[config.mk]
export PLATFORM = sky130hd
export DESIGN_NAME = vpu_fp_result_buffer
export DESIGN_NICKNAME = d
export VERILOG_FILES = /design/src/rtl/vpu_pkg.sv /design/src/rtl/vpu_resbuf_fifo.sv /design/src/rtl/vpu_fp_result_buffer.sv
export SDC_FILE = /design/constraint.sdc
export NUM_CORES = 1
export LEC_CHECK = 0
export ABC_AREA = 0
export CAP_MARGIN = 20
export CORE_ASPECT_RATIO = 1.25
export CORE_MARGIN = 4
export CORE_UTILIZATION = 55
export CTS_CLUSTER_DIAMETER = 40
export CTS_CLUSTER_SIZE = 25
export DETAILED_ROUTE_END_ITERATION = 16
export GPL_TIMING_DRIVEN = 0
export MAX_ROUTING_LAYER = met4
export PLACE_DENSITY = 0.82
export SYNTH_ARGS = -nofsm -noshare
export SYNTH_HDL_FRONTEND = slang
export SYNTH_HIERARCHICAL = 1
export SYNTH_SLANG_ARGS = --single-unit
[constraint.sdc]
create_clock -name clk -period 4.8 [get_ports clk]
set_clock_uncertainty 0.15 [all_clocks]
set_input_delay 0.96 -clock clk [delete_from_list [all_inputs] [get_ports clk]]
set_output_delay 0.96 -clock clk [all_outputs]
set_load 0.005 [all_outputs]
[src/rtl/vpu_pkg.sv]
// vpu_pkg: shared VPU widths and result-buffer defaults.
package vpu_pkg;
    localparam int OPERAND_WIDTH = 16;
    localparam int RESBUF_DEPTH = 8;
    localparam int RESBUF_CNT_W = $clog2(RESBUF_DEPTH + 1);
    typedef logic [RESBUF_CNT_W-1:0] resbuf_cnt_t;
endpackage

[src/rtl/vpu_resbuf_fifo.sv]
// vpu_resbuf_fifo: result storage with pointers, occupancy and flush.
module vpu_resbuf_fifo
    import vpu_pkg::*;
#(
    parameter int DEPTH = RESBUF_DEPTH,
    parameter int CNT_W = $clog2(DEPTH + 1)
) (
    input  logic                     clk,
    input  logic                     rst_n,
    input  logic                     push_i,
    input  logic                     pop_i,
    input  logic                     flush_i,
    input  logic [OPERAND_WIDTH-1:0] wdata_i,
    output logic [OPERAND_WIDTH-1:0] rdata_o,
    output logic [CNT_W-1:0]         count_o,
    output logic                     full_o
);
    localparam int PTR_W = $clog2(DEPTH);
    logic [OPERAND_WIDTH-1:0] mem_q [DEPTH];
    logic [PTR_W-1:0] wr_q, wr_d, rd_q, rd_d;
    logic [CNT_W-1:0] count_q, count_d;
    logic written_q, written_d;
    logic do_push, do_pop;
    always_comb begin
        full_o    = count_q == CNT_W'(DEPTH);
        do_pop    = pop_i && count_q != '0;
        do_push   = push_i && !flush_i && (!full_o || do_pop);
        wr_d      = flush_i ? '0 : wr_q + PTR_W'(do_push);
        rd_d      = flush_i ? '0 : rd_q + PTR_W'(do_pop);
        count_d   = flush_i ? '0 : count_q + CNT_W'(do_push) - CNT_W'(do_pop);
        written_d = written_q | do_push;
        // Storage is unreset, so the head reads zero until something has been written.
        rdata_o   = written_q ? mem_q[rd_q] : '0;
        count_o   = count_q;
    end
    always_ff @(posedge clk or negedge rst_n) begin
        if (!rst_n) begin
            wr_q      <= '0;
            rd_q      <= '0;
            count_q   <= '0;
            written_q <= 1'b0;
        end else begin
            wr_q      <= wr_d;
            rd_q      <= rd_d;
            count_q   <= count_d;
            written_q <= written_d;
        end
    end
    always_ff @(posedge clk) begin
        if (do_push) mem_q[wr_q] <= wdata_i;
    end
endmodule

[src/rtl/vpu_fp_result_buffer.sv]
// vpu_fp_result_buffer: credit-gated capture of exp results with valid/ready output.
// Optional same-cycle bypass of an empty buffer: VPU_FP_RESBUF_BYPASS_EN.
module vpu_fp_result_buffer
    import vpu_pkg::*;
#(
    parameter int DEPTH = RESBUF_DEPTH,
    parameter int CNT_W = $clog2(DEPTH + 1)
) (
    input  logic                     clk,
    input  logic                     rst_n,
    input  logic                     issue_req_i,
    output logic                     issue_ready_o,
    output logic                     issue_o,
    input  logic                     done_i,
    input  logic [OPERAND_WIDTH-1:0] result_i,
    output logic                     valid_o,
    output logic [OPERAND_WIDTH-1:0] data_o,
    input  logic                     ready_i,
    input  logic                     flush_i,
    output logic [CNT_W-1:0]         count_o,
    output logic [CNT_W-1:0]         inflight_o,
    output logic                     err_o
);
    logic [CNT_W-1:0] inflight_q, inflight_d, drop_q, drop_d, fifo_count;
    logic [OPERAND_WIDTH-1:0] fifo_data;
    logic err_q, err_d, fifo_full, fifo_valid;
    logic done_ok, push_req, bypass, push, pop;
    vpu_resbuf_fifo #(.DEPTH(DEPTH), .CNT_W(CNT_W)) u_fifo (
        .clk     (clk),
        .rst_n   (rst_n),
        .push_i  (push),
        .pop_i   (pop),
        .flush_i (flush_i),
        .wdata_i (result_i),
        .rdata_o (fifo_data),
        .count_o (fifo_count),
        .full_o  (fifo_full)
    );
    always_comb begin
        done_ok       = done_i && inflight_q != '0;
        // Registered occupancy only: a pop this cycle returns its credit next cycle.
        issue_ready_o = !flush_i && ({1'b0, fifo_count} + {1'b0, inflight_q}) < (CNT_W + 1)'(DEPTH);
        issue_o       = issue_req_i && issue_ready_o;
        push_req      = done_ok && drop_q == '0 && !flush_i;
        fifo_valid    = fifo_count != '0;
`ifdef VPU_FP_RESBUF_BYPASS_EN
        bypass        = push_req && !fifo_valid && ready_i;
        valid_o       = fifo_valid || bypass;
        data_o        = bypass ? result_i : fifo_data;
`else
        bypass        = 1'b0;
        valid_o       = fifo_valid;
        data_o        = fifo_data;
`endif
        push          = push_req && !bypass;
        pop           = fifo_valid && ready_i;
        inflight_d    = inflight_q + CNT_W'(issue_o) - CNT_W'(done_ok);
        drop_d        = flush_i ? inflight_q - CNT_W'(done_ok)
                                : drop_q - CNT_W'(done_ok && drop_q != '0);
        err_d         = err_q || (done_i && inflight_q == '0) || (push && fifo_full && !pop);
        count_o       = fifo_count;
        inflight_o    = inflight_q;
        err_o         = err_q;
    end
    always_ff @(posedge clk or negedge rst_n) begin
        if (!rst_n) begin
            inflight_q <= '0;
            drop_q     <= '0;
            err_q      <= 1'b0;
        end else begin
            inflight_q <= inflight_d;
            drop_q     <= drop_d;
            err_q      <= err_d;
        end
    end
endmodule

==> Yosys cells after proc, flatten, opt, wreduce, memory -nomap -nowiden <==
Memory sizes are Yosys's and may differ from the RTL's.
Cells that the tools add are included.
{ "classes": {"div_mod_pow": 0, "mul": 0, "muxes": 7, "magnitude_cmp": 1, "n_eq_ne": 1, "n_reduce_logical": 24, "n_addsub": 9, "shifts": 0, "n_bitwise": 1} }
{ "op_table": {"columns": ["cell", "count"], "rows": [
  ["16-bit 2-to-1 mux", 1],
  ["4-bit by 1-bit subtractor with 4-bit output", 4],
  ["1-bit logical AND", 13],
  ["4-bit nonzero test", 3],
  ["4-bit by 1-bit adder with 4-bit output", 2],
  ["4-bit logical NOT", 2],
  ["4-bit 2-to-1 mux", 2],
  ["3-bit by 1-bit adder with 3-bit output", 2],
  ["3-bit 2-to-1 mux", 2],
  ["4-bit by 4-bit adder with 5-bit output", 1],
  ["5-bit by 4-bit < comparator with 1-bit output (second input constant)", 1],
  ["4-bit equality test (second input constant)", 1],
  ["1-bit logical NOT", 3],
  ["1-bit logical OR", 3],
  ["1-bit 2-to-1 mux", 2],
  ["1-bit OR", 1]
]} }
{ "word_totals": {"latchBits": 0, "input_bits": 22, "mem_count": 1, "word_cells": 51, "register_bits": 20, "output_inout_bits": 28, "ram_bits": 128, "romBits": 0} }
{ "mem_list": {"columns": ["memory", "words", "word_bits", "rd", "rd_ports_with_merged_regs", "write_ports", "line", "text"], "rows": [
  ["u_fifo.mem_q", 8, 16, 1, 0, 1, "vpu_resbuf_fifo.sv:19", "logic [OPERAND_WIDTH-1:0] mem_q [DEPTH];"]
]} }

==> Depth between registers and ports, before layout <==
Gate-level depths: netlist of the first run.
{ "depth": {"word_depth": 9, "ltp_mapped": 12} }

==> Modules after synthesis <==
Netlist of the first run, hierarchy kept.
{ "by_module_without_submodules": {"columns": ["module", "n_inst", "seq_area_each_um2", "area_each_um2", "cells_per_inst"], "rows": [
  ["vpu_resbuf_fifo", 1, 4119.0, 5601.6, 292],
  ["vpu_fp_result_buffer", 1, 225.2, 715.7, 68]
]} }

==> Worst setup path before layout of the first run <==
Ideal clock, no wire load.
{ "synth_path": {"kind": "in2reg", "startpoint": "input flush_i", "endpoint": "memory u_fifo.mem_q[0][0], enable pin", "path_stages": 5, "setup_slack_ps": 795, "arrival_ps": 3425, "setup_time_ps": 430, "required_time_ps": 4220, "cell_sequence": "buf_4 and4bb_2 nor2b_1 o21ai_2 nor4_1"} }
{ "synth_via": {"elab_chain_len": 6} }
{ "synth_lines": {"columns": ["item", "line", "text"], "rows": [
  ["start: declaration", "vpu_fp_result_buffer.sv:19", "input logic flush_i,"],
  ["1-bit logical NOT", "vpu_fp_result_buffer.sv:44", "push_req = done_ok && drop_q == '0 && !flush_i;"],
  ["1-bit logical AND", "vpu_fp_result_buffer.sv:44", null],
  ["via push", "vpu_fp_result_buffer.sv:27", "logic done_ok, push_req, bypass, push, pop;"],
  ["1-bit logical AND (2 in series)", "vpu_resbuf_fifo.sv:27", "do_push = push_i && !flush_i && (!full_o || do_pop);"],
  ["1-bit 2-to-1 mux", "vpu_resbuf_fifo.sv:50", "if (do_push) mem_q[wr_q] <= wdata_i;"],
  ["1-bit 2-to-1 mux (implied by the code)", "vpu_resbuf_fifo.sv:50", null],
  ["end: declaration", "vpu_resbuf_fifo.sv:19", null]
]} }
The timed path passes the listed nets, and every way through them passes these cells.

==> Worst setup path after layout of the first run <==
{ "layout_path": {"startpoint": "input flush_i", "endpoint": "output issue_o"} }
{ "layout_via": {"elab_chain_len": 3} }
{ "layout_lines": {"columns": ["item", "line", "text"], "rows": [
  ["1-bit logical NOT", "vpu_fp_result_buffer.sv:42", "issue_ready_o = !flush_i && ({1'b0, fifo_count} + {1'b0, inflight_q}) < (CNT_W + 1)'(DEPTH);"],
  ["1-bit logical AND", "vpu_fp_result_buffer.sv:42", null],
  ["1-bit logical AND", "vpu_fp_result_buffer.sv:43", "issue_o = issue_req_i && issue_ready_o;"],
  ["end: declaration", "vpu_fp_result_buffer.sv:13", "output logic issue_o,"]
]} }
No other way between the ends.

==> results of run 1 <==
## cell type report
class                      count  area [sq um]
clock inverter                14           139
inverter                      17          63.8
timing repair buffer          59           607
buffer                        17           113
multi-input combinational    178          1830
tap                          135           169
sequential                   148          4340
clock buffer                  18           429
fill                         740          3500
## cells in the mapped netlist (2+ instances only)
library cell	number
buf_4	6
edfxtp_1	128
nand2b_1	4
clkbuf_1	6
nor4_1	2
mux4_1	3
o21ai_0	2
dfrtp_1	20
nor3_1	4
buf_2	2
ha_1	24
nor2_1	12
nand2_1	3
xor2_1	5
and2_1	2
a21oi_1	4
xnor2_1	4
o211a_1	16
nor2b_1	12
inv_1	17
mux2i_1	36
fa_1	2
mux4_2	13
a22oi_1	16
## routing by layer
metal,track usage [%],up-vias,part of all wire (%)
met1,23.4,1733,39
met3,5.94,18,5.7
met5,-,-,0
met4,7.75,0,1.7
met2,36.2,119,54
li1,-,1554,-
## placed cells by master (no fill, tap or decap), types with 2 or more instances in the layout
cell type,netlist,final
a21oi_1,4,4
o21ai_0,2,2
buf_6,1,4
mux4_2,13,13
o211a_1,16,16
xnor2_1,4,4
fa_1,2,2
clkinv_4,0,2
nor2b_1,12,12
mux4_1,3,3
nand2b_1,4,4
inv_1,17,17
buf_4,6,9
nand2_1,3,3
mux2i_1,36,36
nor2_1,12,9
dfrtp_1,20,20
and2_1,2,2
clkinv_1,0,3
buf_2,2,2
nor3_2,0,4
clkbuf_1,6,7
a22oi_1,16,16
nor2_2,0,3
bufinv_16,0,2
edfxtp_1,128,128
clkdlybuf4s50_1,0,49
clkinvlp_4,0,6
buf_8,0,4
clkbuf_16,0,17
xor2_1,5,5
ha_1,24,24
## through the flow
step | cell area, sq um | total power (uW) | cells
2_1_floorplan | 6320 | 2090 | 360
3_3_place_gp | 6980 | 2410 | 544
3_5_place_dp | 7130 | 2440 | 554
4_1_cts | 7690 | 3690 | 586
5_1_grt | 7690 | 3840 | 586
6_report | 7690 | 3650 | 586
## path summary, 6_finish.rpt
check                           depth (start not counted)                  end           from  slack (ps)
worst min-delay path                                    2                err_o          err_o         340
min in group asynchronous                               1        inflight_o[0]          rst_n         910
worst max register to register                          8  u_fifo/mem_q[2][14]  inflight_o[2]        1360
max in group asynchronous                               1    u_fifo/count_o[0]          rst_n        3010
worst max-delay path                                    6              issue_o        flush_i         820
worst min register to register                          2                err_o          err_o         340
## state kept, by name (all words and copies together), names as in the netlist
register and cells:
drop_q 4, u_fifo/wr_q 3, err_o 1, u_fifo/written_q 1
u_fifo/count_o 4, u_fifo/mem_q 128, inflight_o 4, u_fifo/rd_q 3
## power by group through the flow
stage / clock network (uW) / logic [uW] / registers (uW)
2_1_floorplan: 0 / 546 / 1540
3_3_place_gp: 0 / 855 / 1560
3_5_place_dp: 0 / 883 / 1560
4_1_cts: 1270 / 892 / 1540
5_1_grt: 1330 / 968 / 1540
6_report: 1250 / 874 / 1530
## kinds of logic after synthesis
| kind of cell | Yosys count | synth area share [%] |
|---|---|---|
| DFF | 148 | 68.8 |
| muxes | 53 | 11.8 |
| and+or+nand+nor | 47 | 4.50 |
| AOI/OAI and AO/OA | 43 | 5.55 |
| buffers and inverters | 34 | 2.79 |
| adders and majority gates | 26 | 5.39 |
| xor gates and xnor gates | 9 | 1.25 |
## critical path: stages
cell	delay (ps)
clkdlybuf4s50_1	460
buf_4	190
or4_1	410
a21oi_1	160
and2_1	180
clkdlybuf4s50_1	510
==> impl_metrics.csv, run 1 <==
group,metric,value,unit
synthesis,synth_edf_count,128,
synthesis,yosysTopAreaCell,"edfxtp_1",
clocking,cts-buffers-inserted,17,
worst_hold_path,worst_hold_path_type,"reg -> reg",
die,die_h,128,um
clocking,clock_path_buffers,2,
timing,maxSlewHeadroom,26.2,%
die,initial_utilization,56.5,%
cells_and_area,diodes,0,
critical_path,cp_max_fo,7,
routing,post_drt_wl_per_cell,21.5,um
power_and_ir_drop,p_leak,0.00283,uW
power_and_ir_drop,p_seq_share,42.0,%
critical_path,required,3690,ps
timing,tns,0,ps
global_route,antenna_found_initial,0,
synthesis,synth_flop_cell,"edfxtp_1",
global_route,grt_pass1_wl,19900,um
timing,setup_violations,0,
synthesis,synth_seq_cells,148,
timing,fin_crit,3980,ps
synthesis,ys_async_sr_fraction,13.5,%
clocking,clk_latency,420,ps
global_route,grt_pass1_vias,3648,
critical_path,crit_arrival,2870,ps
power_and_ir_drop,power.internal,2720,uW
timing,fin_crit_sh,82.8,%
synthesis,synth_nets,408,
power_and_ir_drop,p_per_area,475,nW/um^2
routing,totalWireLength,12600,um
cells_and_area,num-nets-final,486,
power_and_ir_drop,p_comb_share,23.9,%
die,row_count,43,
timing,max_freq,252,MHz
place,post-place-ws,689,ps
global_route,grt_util_all_layers,21.0,%
clocking,hold_buffers,0,
critical_path,cp-end-kind,"primary output",
synthesis,yosys-top-cells-area,"edfxtp_1 61%, dfrtp_1 7.9%, mux2i_1 5.7%",
run,cap_violations,0,
place,dp_hpwl,8480,um
die,core,11200,sq um
synthesis,netlist_area,6320,sq um
timing,worst_slack,825,ps
critical_path,crit_type,"in -> out",
clocking,cts_setup_buffers,0,
cells_and_area,final_layout_size_suffix_gt1_share,17.3,%
clocking,clkSinkCount,148,
global_route,grt.overflow.total,0,
critical_path,start_kind,"input pin",
place,finalWeightedCongestion,0.752,
timing,hold_violations,0,
clocking,ctsRootBufferMaster,"clkbuf_16",
die,io_pins,50,
power_and_ir_drop,swShare,25.6,%
cells_and_area,syn_to_final_growth,21.8,%
synthesis,ys_types,41,
die,dieWidth,104,um
synthesis,syn_inst,360,
routing,drt-initial-drc-count,241,
power_and_ir_drop,p_switching,937,uW
die,die_area,13300,sq um
routing,num_vias,3424,
clocking,h-tree-depth,4,
clocking,clk_pin_slew,60,ps
timing,worst_pin_slew,1100,ps
clocking,cts_tree,"yes",
power_and_ir_drop,p_clk_share,34.1,%
synthesis,avgSynthCellArea,17.5,sq um
routing,final_antenna_net_count,0,
timing,rsz0062_at_grt,"false",
cells_and_area,final_util,68.8,%
routing,drc,0,
timing,final_max_slew_viol_count,0,
clocking,cts-resized-gates,0,
synthesis,ys.warnings.count,6,
timing,whs,343,ps
routing,vias_per_cell,5.84,
synthesis,yosysTopAreaCellShare,60.8,%
routing,drt_first_pass_iters,4,
synthesis,ys_seq_area_share,68.8,%
global_route,grt_max_degree,21,
place,port_buffers,49,
status,status,"finished clean",
power_and_ir_drop,peakVddDrop,0.255,mV
Note: power is estimated with default switching activity, not from simulation.
==> run 2: changes to the inputs <==
Settings changed: CORE_UTILIZATION 55 to 52, PLACE_DENSITY 0.82 to 0.81.
Clock period 4.8 ns to 3.6 ns, I/O delays scaled along.
==> run 2 against run 1 <==
Sequential power rose by 34%. Non-clock buffer count did not move. Final area rose by 0.36%. Largest power group unchanged. Routed wire length rose by 1.3%. Highest routed layer unchanged. Critical path depth did not move. Sequential share of layout area fell by 0.20 points. Core utilization fell by 3.2 points. Via count rose by 0.61%. Register-to-register slack got worse by 1100 ps. Power rose by 32%. First-iteration DRC count fell by 1.2%.
==> impl_metrics.csv, run 2 (synthesized netlist as in run 1, its figures left out) <==
group,metric,value,unit
power_and_ir_drop,power.internal,3560,uW
power_and_ir_drop,p_comb_share,24.5,%
clocking,clk_latency,410,ps
routing,post_drt_wl_per_cell,20.9,um
critical_path,ff2ff_path_depth,8,
power_and_ir_drop,p_clk_share,33.0,%
cells_and_area,final_layout_size_suffix_gt1_share,17.8,%
global_route,grt_util_all_layers,20.1,%
critical_path,required,2730,ps
power_and_ir_drop,p_switching,1260,uW
cells_and_area,final_cell_mix,"128 x edfxtp_1, 49 x clkdlybuf4s50_1, 36 x mux2i_1",
global_route,grt_pass1_vias,3726,
critical_path,cp-end-kind,"primary output",
clocking,h-tree-depth,4,
timing,maxSlewHeadroom,36.9,%
place,dp_hpwl,8400,um
die,die_h,131,um
timing,worst_slack,113,ps
die,io_pins,50,
die,initial_utilization,53.6,%
timing,tns,0,ps
cells_and_area,top_register,"u_fifo/mem_q",
clocking,clock_path_buffers,2,
power_and_ir_drop,p_leak,0.00284,uW
global_route,grt.overflow.total,0,
routing,drt_first_pass_iters,4,
timing,worst_pin_slew,944,ps
cells_and_area,syn_to_final_growth,22.2,%
routing,drc,0,
power_and_ir_drop,peakVddDrop,0.428,mV
place,port_buffers,49,
cells_and_area,final_area,7720,sq um
cells_and_area,num-nets-final,486,
cells_and_area,final_common_cell,"edfxtp_1",
run,cap_violations,0,
die,core,11800,sq um
timing,whs,356,ps
place,post-place-ws,-148,ps
place,postPlaceCellArea,7180,sq um
cells_and_area,largest_register_ffs,128,
routing,totalWireLength,12800,um
clocking,cts-buffers-inserted,17,
timing,max_freq,287,MHz
die,row_count,44,
timing,rsz0062_at_grt,"false",
worst_hold_path,worst_hold_path_type,"reg -> reg",
power_and_ir_drop,p_per_area,624,nW/um^2
critical_path,crit_arrival,2620,ps
routing,vias_per_cell,5.64,
cells_and_area,diodes,0,
die,dieWidth,107,um
clocking,clkSinkCount,148,
power_and_ir_drop,swShare,26.1,%
clocking,clk_pin_slew,60,ps
die,die_area,14000,sq um
clocking,cts_tree,"yes",
place,finalWeightedCongestion,0.796,
critical_path,cp_max_fo,7,
global_route,grt_pass1_wl,20400,um
timing,fin_crit_sh,96.9,%
critical_path,crit_type,"in -> out",
worst_hold_path,worstHoldPathCells,2,
global_route,grt_max_degree,21,
routing,num_vias,3445,
critical_path,start_kind,"input pin",
global_route,antenna_found_initial,0,
clocking,ctsRootBufferMaster,"clkbuf_16",
status,status,"finished clean",
timing,hold_violations,0,
timing,final_max_slew_viol_count,0,
routing,drt-initial-drc-count,238,
timing,setup_violations,0,
timing,fin_crit,3490,ps
clocking,hold_buffers,0,
power_and_ir_drop,p_seq_share,42.4,%
routing,final_antenna_net_count,0,
## run 2: layout make-up
| class | count | area [sq um] |
|---|---|---|
| clock buffers | 18 | 429 |
| well taps | 161 | 201 |
| repair buffers | 59 | 614 |
| fillers | 825 | 4060 |
| inverters | 17 | 63.8 |
| clock inverters | 13 | 114 |
| flip-flops and latches | 148 | 4340 |
| multi-input cells | 178 | 1840 |
| plain buffers | 17 | 113 |
## run 2: repair_timing
| item | CTS | global route |
|---|---|---|
| endpoints found under the setup margin | 0 | 1 |
| buffers inserted | 0 | 0 |
| resized for setup | 0 | 1 |
## run 2: worst max-delay path, cell delays in order
cell,delay [ps]
clkdlybuf4s50_1,460
buf_4,190
or4_1,420
a21oi_2,130
and2_1,170
clkdlybuf4s50_1,520
## run 2: worst paths after layout
path                                      endpoint  slack, ps          start
worst max-delay path                       issue_o        110        flush_i
worst min-delay path                         err_o        360          err_o
worst max register to register  u_fifo/mem_q[4][1]        280  inflight_o[2]
worst min register to register               err_o        360          err_o
max in group asynchronous           u_fifo/rd_q[2]       2030          rst_n
min in group asynchronous        u_fifo/count_o[2]        690          rst_n
## run 2: per-layer routing
| metal | vias to the layer above | GRT usage (%) | routed length [um] |
|---|---|---|---|
| li1 | 1551 | - | - |
| met1 | 1746 | 22.7 | 4850 |
| met2 | 125 | 34.2 | 6900 |
| met3 | 23 | 4.86 | 764 |
| met4 | 0 | 7.82 | 262 |
| met5 | - | - | 0 |
## run 2: power by group through the flow
stage                     clock (uW)  combinational (uW)  sequential, uW
after global placement             0                1140            2080
final                           1590                1180            2050
after detailed placement           0                1180            2080
after global routing            1700                1320            2060
after CTS                       1620                1200            2050
after floorplan                    0                 729            2060
## run 2: per-stage QoR
| stage | util (%) | std cells | total power [uW] |
|---|---|---|---|
| 3_3_place_gp | 59.5 | 570 | 3220 |
| 5_1_grt | 65.5 | 611 | 5080 |
| 2_1_floorplan | - | 360 | 2790 |
| 3_5_place_dp | 60.9 | 580 | 3260 |
| 6_report | 65.5 | 611 | 4820 |
| 4_1_cts | 65.5 | 611 | 4870 |
==> run 3: changes to the inputs <==
Settings changed: PLACE_DENSITY 0.81 to 0.75.
==> run 3 against run 2 <==
Core utilization increased by 0.48 points. First-iteration DRC count decreased by 13%. Combinational power about the same. Power increased by 2.5%. Final cell count unchanged.
==> impl_metrics.csv, run 3 (synthesized netlist as in run 1, its figures left out) <==
group,metric,value,unit
clocking,h-tree-depth,4,
die,dieWidth,107,um
routing,vias_per_cell,5.55,
critical_path,worstPathCellList,"clkdlybuf4s50_1 -> buf_4 -> or4_1 -> a21oi_2 -> and2_1 -> clkdlybuf4s50_1",
cells_and_area,top_register,"u_fifo/mem_q",
timing,tns,0,ps
critical_path,crit_type,"in -> out",
worst_hold_path,worst_hold_path_type,"reg -> reg",
critical_path,cp-end-kind,"primary output",
global_route,grt_util_all_layers,19.5,%
cells_and_area,syn_to_final_growth,23.1,%
power_and_ir_drop,p_leak,0.00286,uW
routing,totalWireLength,12300,um
global_route,grt_pass1_vias,3636,
power_and_ir_drop,p_clk_share,34.9,%
timing,whs,361,ps
critical_path,required,2730,ps
die,io_pins,50,
power_and_ir_drop,p_seq_share,41.4,%
run,cap_violations,0,
critical_path,crit_slowest_cell,"clkdlybuf4s50_1",
worst_hold_path,hp-start,"err_o",
routing,num_vias,3391,
die,initial_utilization,53.6,%
cells_and_area,num-nets-final,485,
routing,drt-initial-drc-count,208,
critical_path,timing.rr.start,"inflight_o[2]",
timing,rsz0062_at_grt,"false",
global_route,antenna_found_initial,0,
power_and_ir_drop,p_switching,1340,uW
clocking,clk_pin_slew,60,ps
cells_and_area,final_common_cell,"edfxtp_1",
die,die_h,131,um
clocking,clk_latency,420,ps
clocking,clock_path_buffers,2,
power_and_ir_drop,p_per_area,635,nW/um^2
die,core,11800,sq um
cells_and_area,final_util,66.0,%
global_route,grt_max_degree,21,
status,status,"finished clean",
routing,wl_met2,6330,um
cells_and_area,diodes,0,
timing,setup_violations,0,
routing,post_drt_wl_per_cell,20.2,um
routing,wl_met3,767,um
routing,drt_first_pass_iters,4,
timing,fin_crit,3490,ps
cells_and_area,final_cell_mix,"128 x edfxtp_1, 49 x clkdlybuf4s50_1, 36 x mux2i_1",
timing,maxSlewHeadroom,32.0,%
timing,final_max_slew_viol_count,0,
cells_and_area,largest_register_ffs,128,
critical_path,cpPeakStageDelay,510,ps
power_and_ir_drop,swShare,27.2,%
timing,worst_pin_slew,1010,ps
routing,m1WireLength,5070,um
power_and_ir_drop,power.internal,3600,uW
routing,drc,0,
clocking,hold_buffers,0,
timing,fin_crit_sh,96.8,%
timing,worst_slack,114,ps
critical_path,crit_path_frequent_cell,"clkdlybuf4s50_1",
die,row_count,44,
routing,top_layer,"met4",
critical_path,crit_start,"flush_i",
timing,hold_violations,0,
place,finalWeightedCongestion,0.746,
clocking,cts-buffers-inserted,17,
timing,max_freq,287,MHz
global_route,grt_pass1_wl,19800,um
critical_path,cp_max_fo,7,
clocking,ctsRootBufferMaster,"clkbuf_16",
clocking,cts_tree,"yes",
place,port_buffers,49,
die,die_area,14000,sq um
critical_path,crit_arrival,2620,ps
clocking,clkSinkCount,148,
routing,final_antenna_net_count,0,
critical_path,crit_family,"buffers and inverters",
power_and_ir_drop,peakVddDrop,0.447,mV
critical_path,start_kind,"input pin",
power_and_ir_drop,power,4940,uW
place,post-place-ws,-236,ps
power_and_ir_drop,p_comb_share,23.7,%
place,dp_hpwl,8240,um
cells_and_area,final_layout_size_suffix_gt1_share,18.2,%
critical_path,cp_num_buf_inv,3,
global_route,grt.overflow.total,0,
run 3: cell type report:
cell class	count	area (sq um)
Tap cell	161	201
Clock buffer	17	425
Multi-Input combinational cell	178	1840
Buffer	17	113
Clock inverter	15	165
Sequential cell	148	4340
Fill cell	845	4000
Timing Repair Buffer	58	623
Inverter	17	63.8
run 3: worst min-delay path, cell delays in order, from the launching register on:
cell and delay, ps:
dfrtp_1 370, a21oi_1 60, nand2_2 50
run 3: metal layers:
metal / vias to the layer above / track usage, %
met4: 0 / 7.04
met3: 14 / 5.35
met1: 1714 / 23.7
met5: - / -
li1: 1563 / -
met2: 100 / 31.5
run 3: worst paths after layout:
kind | slack [ps] | endpoint | cells after the start
worst max register to register | 260 | u_fifo/mem_q[0][1] | 8
min in group asynchronous | 680 | u_fifo/count_o[2] | 1
worst max-delay path | 110 | issue_o | 6
max in group asynchronous | 2040 | drop_q[1] | 1
worst min-delay path | 360 | err_o | 2
worst min register to register | 360 | err_o | 2
run 3: power by group through the flow:
stage	Sequential [uW]	Clock, uW	Combinational (uW)
3_3_place_gp	2080	0	1150
4_1_cts	2050	1760	1180
2_1_floorplan	2060	0	729
3_5_place_dp	2080	0	1170
6_report	2050	1720	1170
5_1_grt	2060	1830	1310
run 3: what timing repair did:
item / 4_1_cts / 5_1_grt
setup buffers: 0 / 0
setup endpoints to repair: 0 / 1
gates resized for setup: 0 / 1
run 3: through the flow:
stage          area, sq um  cells
2_1_floorplan         6320    360
3_3_place_gp          7020    570
3_5_place_dp          7180    579
4_1_cts               7770    611
5_1_grt               7780    611
6_report              7780    611
